===== config.mk =====
export PLATFORM = sky130hd
export DESIGN_NAME = sync_fifo_ext
export DESIGN_NICKNAME = d
export VERILOG_FILES = /design/src/rtl/sync_fifo_ext.sv
export SDC_FILE = /design/constraint.sdc
export NUM_CORES = 1
export LEC_CHECK = 0
export ABC_AREA = 1
export CORE_ASPECT_RATIO = 1.5
export CORE_MARGIN = 2
export CORE_UTILIZATION = 60
export DETAILED_ROUTE_END_ITERATION = 10
export DONT_BUFFER_PORTS = 1
export GPL_TIMING_DRIVEN = 0
export PLACE_DENSITY = 0.77
export SYNTH_ARGS = -nofsm -noshare
export SYNTH_HDL_FRONTEND = slang
export SYNTH_SLANG_ARGS = --single-unit

===== constraint.sdc =====
create_clock -name clk -period 3.7 [get_ports clk]
set_input_delay 0.74 -clock clk [delete_from_list [all_inputs] [get_ports clk]]
set_output_delay 0.74 -clock clk [all_outputs]
set_load 0.01 [all_outputs]

===== src/rtl/sync_fifo_ext.sv =====
// Parametrised synchronous FIFO: any depth, standard or first-word-fall-through read,
// occupancy count, almost-full/empty thresholds, sticky error flags and synchronous flush.
module sync_fifo_ext #(
    parameter int unsigned DATA_LEN   = 8,
    parameter int unsigned DEPTH      = 8,
    parameter int unsigned ADDR_WIDTH = 3,
    parameter int unsigned FWFT       = 0,
    parameter int unsigned AF_LEVEL   = 6,
    parameter int unsigned AE_LEVEL   = 2
) (
    input  logic                  clk,
    input  logic                  sys_rst,
    input  logic                  flush,
    input  logic                  wr_en,
    input  logic [DATA_LEN-1:0]   data_in,
    input  logic                  rd_en,
    output logic [DATA_LEN-1:0]   data_out,
    output logic                  rd_valid,
    output logic                  empty,
    output logic                  full,
    output logic                  almost_full,
    output logic                  almost_empty,
    output logic [ADDR_WIDTH:0]   count,
    output logic                  overflow,
    output logic                  underflow
);

    localparam int unsigned LastIdx = DEPTH - 1;
    localparam logic [ADDR_WIDTH-1:0] LastPtr  = LastIdx[ADDR_WIDTH-1:0];
    localparam logic [ADDR_WIDTH:0]   DepthCnt = DEPTH[ADDR_WIDTH:0];
    localparam logic [ADDR_WIDTH:0]   AfCnt    = AF_LEVEL[ADDR_WIDTH:0];
    localparam logic [ADDR_WIDTH:0]   AeCnt    = AE_LEVEL[ADDR_WIDTH:0];

    logic [DATA_LEN-1:0]   mem [DEPTH];
    logic [ADDR_WIDTH-1:0] wr_ptr_q, wr_ptr_d;
    logic [ADDR_WIDTH-1:0] rd_ptr_q, rd_ptr_d;
    logic [ADDR_WIDTH:0]   count_q, count_d;
    logic                  empty_q, full_q, af_q, ae_q;
    logic                  overflow_q, underflow_q;
    logic [DATA_LEN-1:0]   dout_q;
    logic                  rd_valid_q;
    logic                  rd_acc, wr_acc;

    // A write at full still goes in when a read frees a slot on the same edge.
    assign rd_acc = rd_en & ~empty_q;
    assign wr_acc = wr_en & (~full_q | rd_acc);

    // Explicit wrap compare so non-power-of-2 depths stay inside the array.
    always_comb begin
        wr_ptr_d = wr_ptr_q;
        rd_ptr_d = rd_ptr_q;
        if (wr_acc) begin
            wr_ptr_d = (wr_ptr_q == LastPtr) ? '0 : wr_ptr_q + ADDR_WIDTH'(1);
        end
        if (rd_acc) begin
            rd_ptr_d = (rd_ptr_q == LastPtr) ? '0 : rd_ptr_q + ADDR_WIDTH'(1);
        end
        count_d = count_q + (ADDR_WIDTH + 1)'(wr_acc) - (ADDR_WIDTH + 1)'(rd_acc);
    end

    always_ff @(posedge clk) begin
        if (!sys_rst && !flush && wr_acc) begin
            mem[wr_ptr_q] <= data_in;
        end
    end

    always_ff @(posedge clk) begin
        if (sys_rst) begin
            wr_ptr_q    <= '0;
            rd_ptr_q    <= '0;
            count_q     <= '0;
            empty_q     <= 1'b1;
            full_q      <= 1'b0;
            af_q        <= 1'b0;
            ae_q        <= 1'b1;
            overflow_q  <= 1'b0;
            underflow_q <= 1'b0;
            rd_valid_q  <= 1'b0;
            dout_q      <= '0;
        end else if (flush) begin
            wr_ptr_q    <= '0;
            rd_ptr_q    <= '0;
            count_q     <= '0;
            empty_q     <= 1'b1;
            full_q      <= 1'b0;
            af_q        <= 1'b0;
            ae_q        <= 1'b1;
            overflow_q  <= 1'b0;
            underflow_q <= 1'b0;
            rd_valid_q  <= 1'b0;
        end else begin
            wr_ptr_q    <= wr_ptr_d;
            rd_ptr_q    <= rd_ptr_d;
            count_q     <= count_d;
            empty_q     <= (count_d == '0);
            full_q      <= (count_d == DepthCnt);
            af_q        <= (count_d >= AfCnt);
            ae_q        <= (count_d <= AeCnt);
            overflow_q  <= overflow_q | (wr_en & ~wr_acc);
            underflow_q <= underflow_q | (rd_en & ~rd_acc);
            rd_valid_q  <= rd_acc;
            if (rd_acc) begin
                dout_q <= mem[rd_ptr_q];
            end
        end
    end

    assign data_out     = (FWFT != 0) ? mem[rd_ptr_q] : dout_q;
    assign rd_valid     = (FWFT != 0) ? ~empty_q : rd_valid_q;
    assign empty        = empty_q;
    assign full         = full_q;
    assign almost_full  = af_q;
    assign almost_empty = ae_q;
    assign count        = count_q;
    assign overflow     = overflow_q;
    assign underflow    = underflow_q;

endmodule


== Word-level counts from Yosys, hierarchy flattened ==
Memory sizes are Yosys's and may differ from the RTL's. A register that Yosys moved wholly into a read port is not among the register bits.
Index checks and enable logic that the tools add are counted.
Storage, ports and cells
  word-level logic and storage cells: 43
  memory bits (writable): 64
  output and inout port bits: 19
  register bits: 17
  input port bits: 13
  memories: 1
Cells by class
  bitwise gates (word level): 12
  equal/unequal tests: 3
  muxes and demuxes: 4
  magnitude comparators: 2
  reductions and logical operators: 7
  add/sub/neg operators: 4
Memory list
  mem: depth 8, width 8, read ports 1, clocked after memory_dff 1, wr ports 1, line 34  | logic [DATA_LEN-1:0] mem [DEPTH];
Operators with widths (number)
  $add 3x1->3 const B: 2
  $eq 3x3->1 const B: 2
  $mux 3: 2
  $not 1->1: 5
  $add 4x1->4: 1
  $and 1x1->1: 4
  $eq 4x4->1 const B: 1
  $ge 4x3->1 const B: 1
  $le 4x2->1 const B: 1
  $logic_not 4->1: 1
  $sub 4x1->4: 1
  $or 1x1->1: 3
  $logic_and 1x1->1: 2
  $logic_not 1->1: 2
  $mux 1: 2
  $reduce_and 2->1: 1
  $reduce_or 2->1: 1

== Logic depth before layout (Yosys ltp) ==
  depth in word-level cells: 7
  depth in mapped cells: 13
  mapped depth without buffers: 13

== Worst setup path after synthesis ==
OpenSTA, ideal clock, no wires.
  kind: input-to-reg
  from: in rd_en
  to: reg empty_q (netlist: empty)
  required time: 3626 ps
  setup time: 74 ps
  arrival time: 2290 ps
  stages on the path: 10
  path buffers: 0
  path slack: 1336 ps
  path through: nand2_1 nand2_1 nand2_2 ha_1 inv_1 ha_1 fa_1 xnor2_1 nand3_1 o21ai_0
Between the ends
  cells in the longest elaborated chain, start to end: 6
RTL lines
  start, declared: line 16  | input logic rd_en,
  $and 1x1->1 (*): line 45  | assign rd_acc = rd_en & ~empty_q;
  $or 1x1->1: line 46  | assign wr_acc = wr_en & (~full_q | rd_acc);
  $and 1x1->1: line 46
  $add 4x1->4: line 58  | count_d = count_q + (ADDR_WIDTH + 1)'(wr_acc) - (ADDR_WIDTH + 1)'(rd_acc);
  $sub 4x1->4 (*): line 58
  $logic_not 4->1 (*): line 95  | empty_q <= (count_d == '0);
  end signal, assigned: line 95
  end, declared: line 38  | logic empty_q, full_q, af_q, ae_q;
Every way passes the cells marked *; elsewhere a longest branch is shown, timed or not.
A chain may end at the register's enable or synchronous reset.

== Final worst setup path ==
  from: reg empty_q (netlist: empty)
  to: reg empty_q (netlist: empty)
Between the ends
  cells in the longest elaborated chain, start to end: 7
RTL lines
  $not 1->1 (*)
  $and 1x1->1 (*): line 45
  net rd_acc: line 42  | logic rd_acc, wr_acc;
  $or 1x1->1: line 46
  $and 1x1->1: line 46
  $add 4x1->4: line 58
  $sub 4x1->4 (*): line 58
  $logic_not 4->1 (*): line 95
Mark *: on every way through the listed nets, which the timed path passes. The rest lies on a longest branch.

==> results.sh <==
export IMPL_vias_per_cell=5.374
export IMPL_grt_antenna_before_repair=0
export IMPL_hold_start="data_in[3]"
export IMPL_dieArea_mm2=0.007029
export IMPL_post_drt_wl_per_cell_um=16.46
export IMPL_report_final_slew_viol_count=0
export IMPL_clkTransAtPathRegs_ps=90
export IMPL_r2r_start="empty"
export IMPL_dp_cells=454
export IMPL_cts_root_buf="clkbuf_8"
export IMPL_cap_viol_max_count=0
export IMPL_grt_pass1_wl_mm=12.32
export IMPL_synth_cell_types=23
export IMPL_h_tree_depth=3
export IMPL_fmax_ghz=0.4367
export IMPL_worst_path_largest_cell_delay_ps=410
export IMPL_grt_max_degree=16
export IMPL_hold_slack_ps=466.7
export IMPL_start_util=0.6227
export IMPL_p_sw_mw=0.4206
export IMPL_peakVddDrop_mv=0.2764
export IMPL_n_antenna_cell=0
export IMPL_grt_usage=0.2370
export IMPL_worstSetupStartpointType="register"
export IMPL_place_worst_setup_slack_ps=768.8
export IMPL_clock_latency_ps=360
export IMPL_power_leakage_nw=1.766
export IMPL_period_minus_slack_ps=2290
export IMPL_syn_nets=401
export IMPL_drive_gt1_frac=0.1058
export IMPL_synthArstFlopShare=0
export IMPL_hold_viol=0
export IMPL_die_h_um=101.7
export IMPL_ff2ff_setup_slack_ps=1410
export IMPL_gr_total_overflow=0
export IMPL_postCtsResizedCells=0
export IMPL_yosysMostFrequentCell="nand2_1"
export IMPL_syn_avg_cell_area_um2=10.07
export IMPL_finClkSkew_ps=11.85
export IMPL_yosys_top_cells_count="nand2_1 (99), inv_1 (66), edfxtp_1 (64)"
export IMPL_netSwitchingFraction=0.2181
export IMPL_design_area_mm2=0.004169
export IMPL_synth_cells=379
export IMPL_clk_path_buf_depth=2
export IMPL_dpl_hpwl_mm=5.210
export IMPL_cts_buffers=9
export IMPL_vias=2531
export IMPL_wl_mm=7.755
export IMPL_reg2reg_to="empty"
export IMPL_worstPathRequired_ps=4000
export IMPL_die_w_um=69.13
export IMPL_yosys_top_cells_area="edfxtp_1 (50%), dfxtp_1 (13%), nand2_1 (9.7%)"
export IMPL_finalCritPeriodShare=0.6189
export IMPL_yosys_warnings=0
export IMPL_portBuffers=0
export IMPL_critPathKind="register to register"
export IMPL_critPathArrivalTime_ps=2590
export IMPL_cts_tree="built"
export IMPL_hold_depth=0
export IMPL_cp_slowest_cell="dfxtp_1"
export IMPL_cp_end_kind="register"
export IMPL_tns_ps=0
export IMPL_grt_pass1_vias=2505
export IMPL_hold_class="input port to register"
export IMPL_clock_sinks=89
export IMPL_worstPathMaxFanout=10
export IMPL_status="finished clean"
export IMPL_drt_iter0_drc=128
export IMPL_core_mm2=0.006131
export IMPL_crit_chain="inv_1 -> nand2_1 -> buf_6 -> inv_1 -> ha_1 -> inv_1 -> ha_1 -> fa_1 -> xnor2_1 -> nand3_1 -> o21ai_0"
export IMPL_seqPwrFrac=0.570
export IMPL_ys_flop_type="edfxtp_1"
export IMPL_io_pins=32
export IMPL_tightest_slew_ps=899.1
export IMPL_setup_viol=0
export IMPL_synth_area_mm2=0.003817
export IMPL_cts_hold_buf=0
export IMPL_rsz0062_at_grt="false"
export IMPL_ys_seq_elements=89
export IMPL_synth_top_area_cell="edfxtp_1"
export IMPL_areaGrowthSynthToFinish_pct=9.210
export IMPL_max_slew_margin_rel=0.3974
export IMPL_pwr_share_clk=0.375
export IMPL_ant_nets=0
export IMPL_synth_top_area_frac=0.5034
export IMPL_place_gp_congestion=0.8207
export IMPL_p_int_mw=1.508
export IMPL_num_rows=35
export IMPL_final_cells=471
export IMPL_synth_edf_count=64
export IMPL_cts_setup_buffers=0
export IMPL_comb_power_share=0.056
export IMPL_cpMostUsedCell="inv_1"
export IMPL_nets=414
export IMPL_reg2reg_depth=11
export IMPL_whs_endpoint="mem[2][3]"
export IMPL_power_density_mw_per_mm2=462.6
export IMPL_firstDrtPassIters=5
export IMPL_yosysSeqAreaShare=0.6345
export IMPL_setup_ws_ps=1410
export IMPL_drc=0
export IMPL_place_area_mm2=0.003920
==> worst max-delay path, delay by kind of cell, from the launching register on <==
kind	cells	cell delay (ps)
adders and majority gates	3	870
DFF	1	410
buffers and inverters	4	310
and+or+nand+nor	2	240
xor gates and xnor gates	1	230
AOI/OAI and AO/OA	1	170
==> registers in the layout (all words and copies together), names as in the netlist <==
signal,count
underflow,1
rd_ptr_q,3
full,1
empty,1
count,4
rd_valid,1
data_out,8
almost_empty,1
almost_full,1
mem,64
wr_ptr_q,3
overflow,1
==> layout make-up <==
type	count	area (µm²)
flip-flops and latches	89	2422
multi-input cells	207	1027
clock inverters	3	23.77
plain buffers	13	110.1
inverters	70	267.8
repair buffers	2	12.51
well taps	74	92.59
clock buffers	13	212.7
fillers	452	1962
==> per-stage QoR <==
step,total power [mW],utilization
3_5_place_dp,1.227,0.6394
6_report,1.929,0.6800
2_1_floorplan,1.199,-
4_1_cts,1.935,0.6780
3_3_place_gp,1.221,0.6378
5_1_grt,1.983,0.6800
==> cell families after synthesis <==
| family | count (synthesis) | synth area share |
|---|---|---|
| simple gates | 170 | 0.1937 |
| flops | 89 | 0.6345 |
| buf+inv | 83 | 0.09898 |
| compound gates | 26 | 0.03671 |
| fa+ha+maj | 9 | 0.03147 |
| xor+xnor | 2 | 0.004589 |
==> power groups by stage <==
stage | Clock, mW | Sequential (mW) | Combinational (mW)
final | 0.723 | 1.10 | 0.107
after global routing | 0.761 | 1.10 | 0.122
after CTS | 0.729 | 1.10 | 0.106
after detailed placement | 0 | 1.12 | 0.106
after global placement | 0 | 1.12 | 0.100
after floorplan | 0 | 1.12 | 0.0798
==> worst max-delay path by stage <==
stage | from | endpoint | slack [ps] | cells past startpoint
after CTS | sys_rst | mem[7][3] | 1070 | 6
after detailed placement | sys_rst | mem[7][1] | 770 | 6
after global routing | empty | empty | 1200 | 11
final | empty | empty | 1410 | 11
after global placement | sys_rst | mem[1][0] | 730 | 6
after floorplan | rd_en | empty | 1340 | 10
==> metal layers <==
layer  vias up  share of wire  track usage
met3        21          0.054      0.06070
met1      1189           0.39       0.2517
met5         -              0            0
met2        74           0.53       0.4283
met4         0          0.031       0.1327
li1       1247              -            -
==> cell usage in the layout, fill, tap and decap left out, drive strengths merged <==
master,n
clkbuf,13
edfxtp,64
xnor2,1
a21oi,16
nand3,51
fa,1
a211oi,4
nor2,12
o21ai,6
clkinv,3
xor2,1
nand2,102
inv,70
dfxtp,25
buf,15
nor3,4
ha,8
or2,1
(Power assumes the default switching activity.)
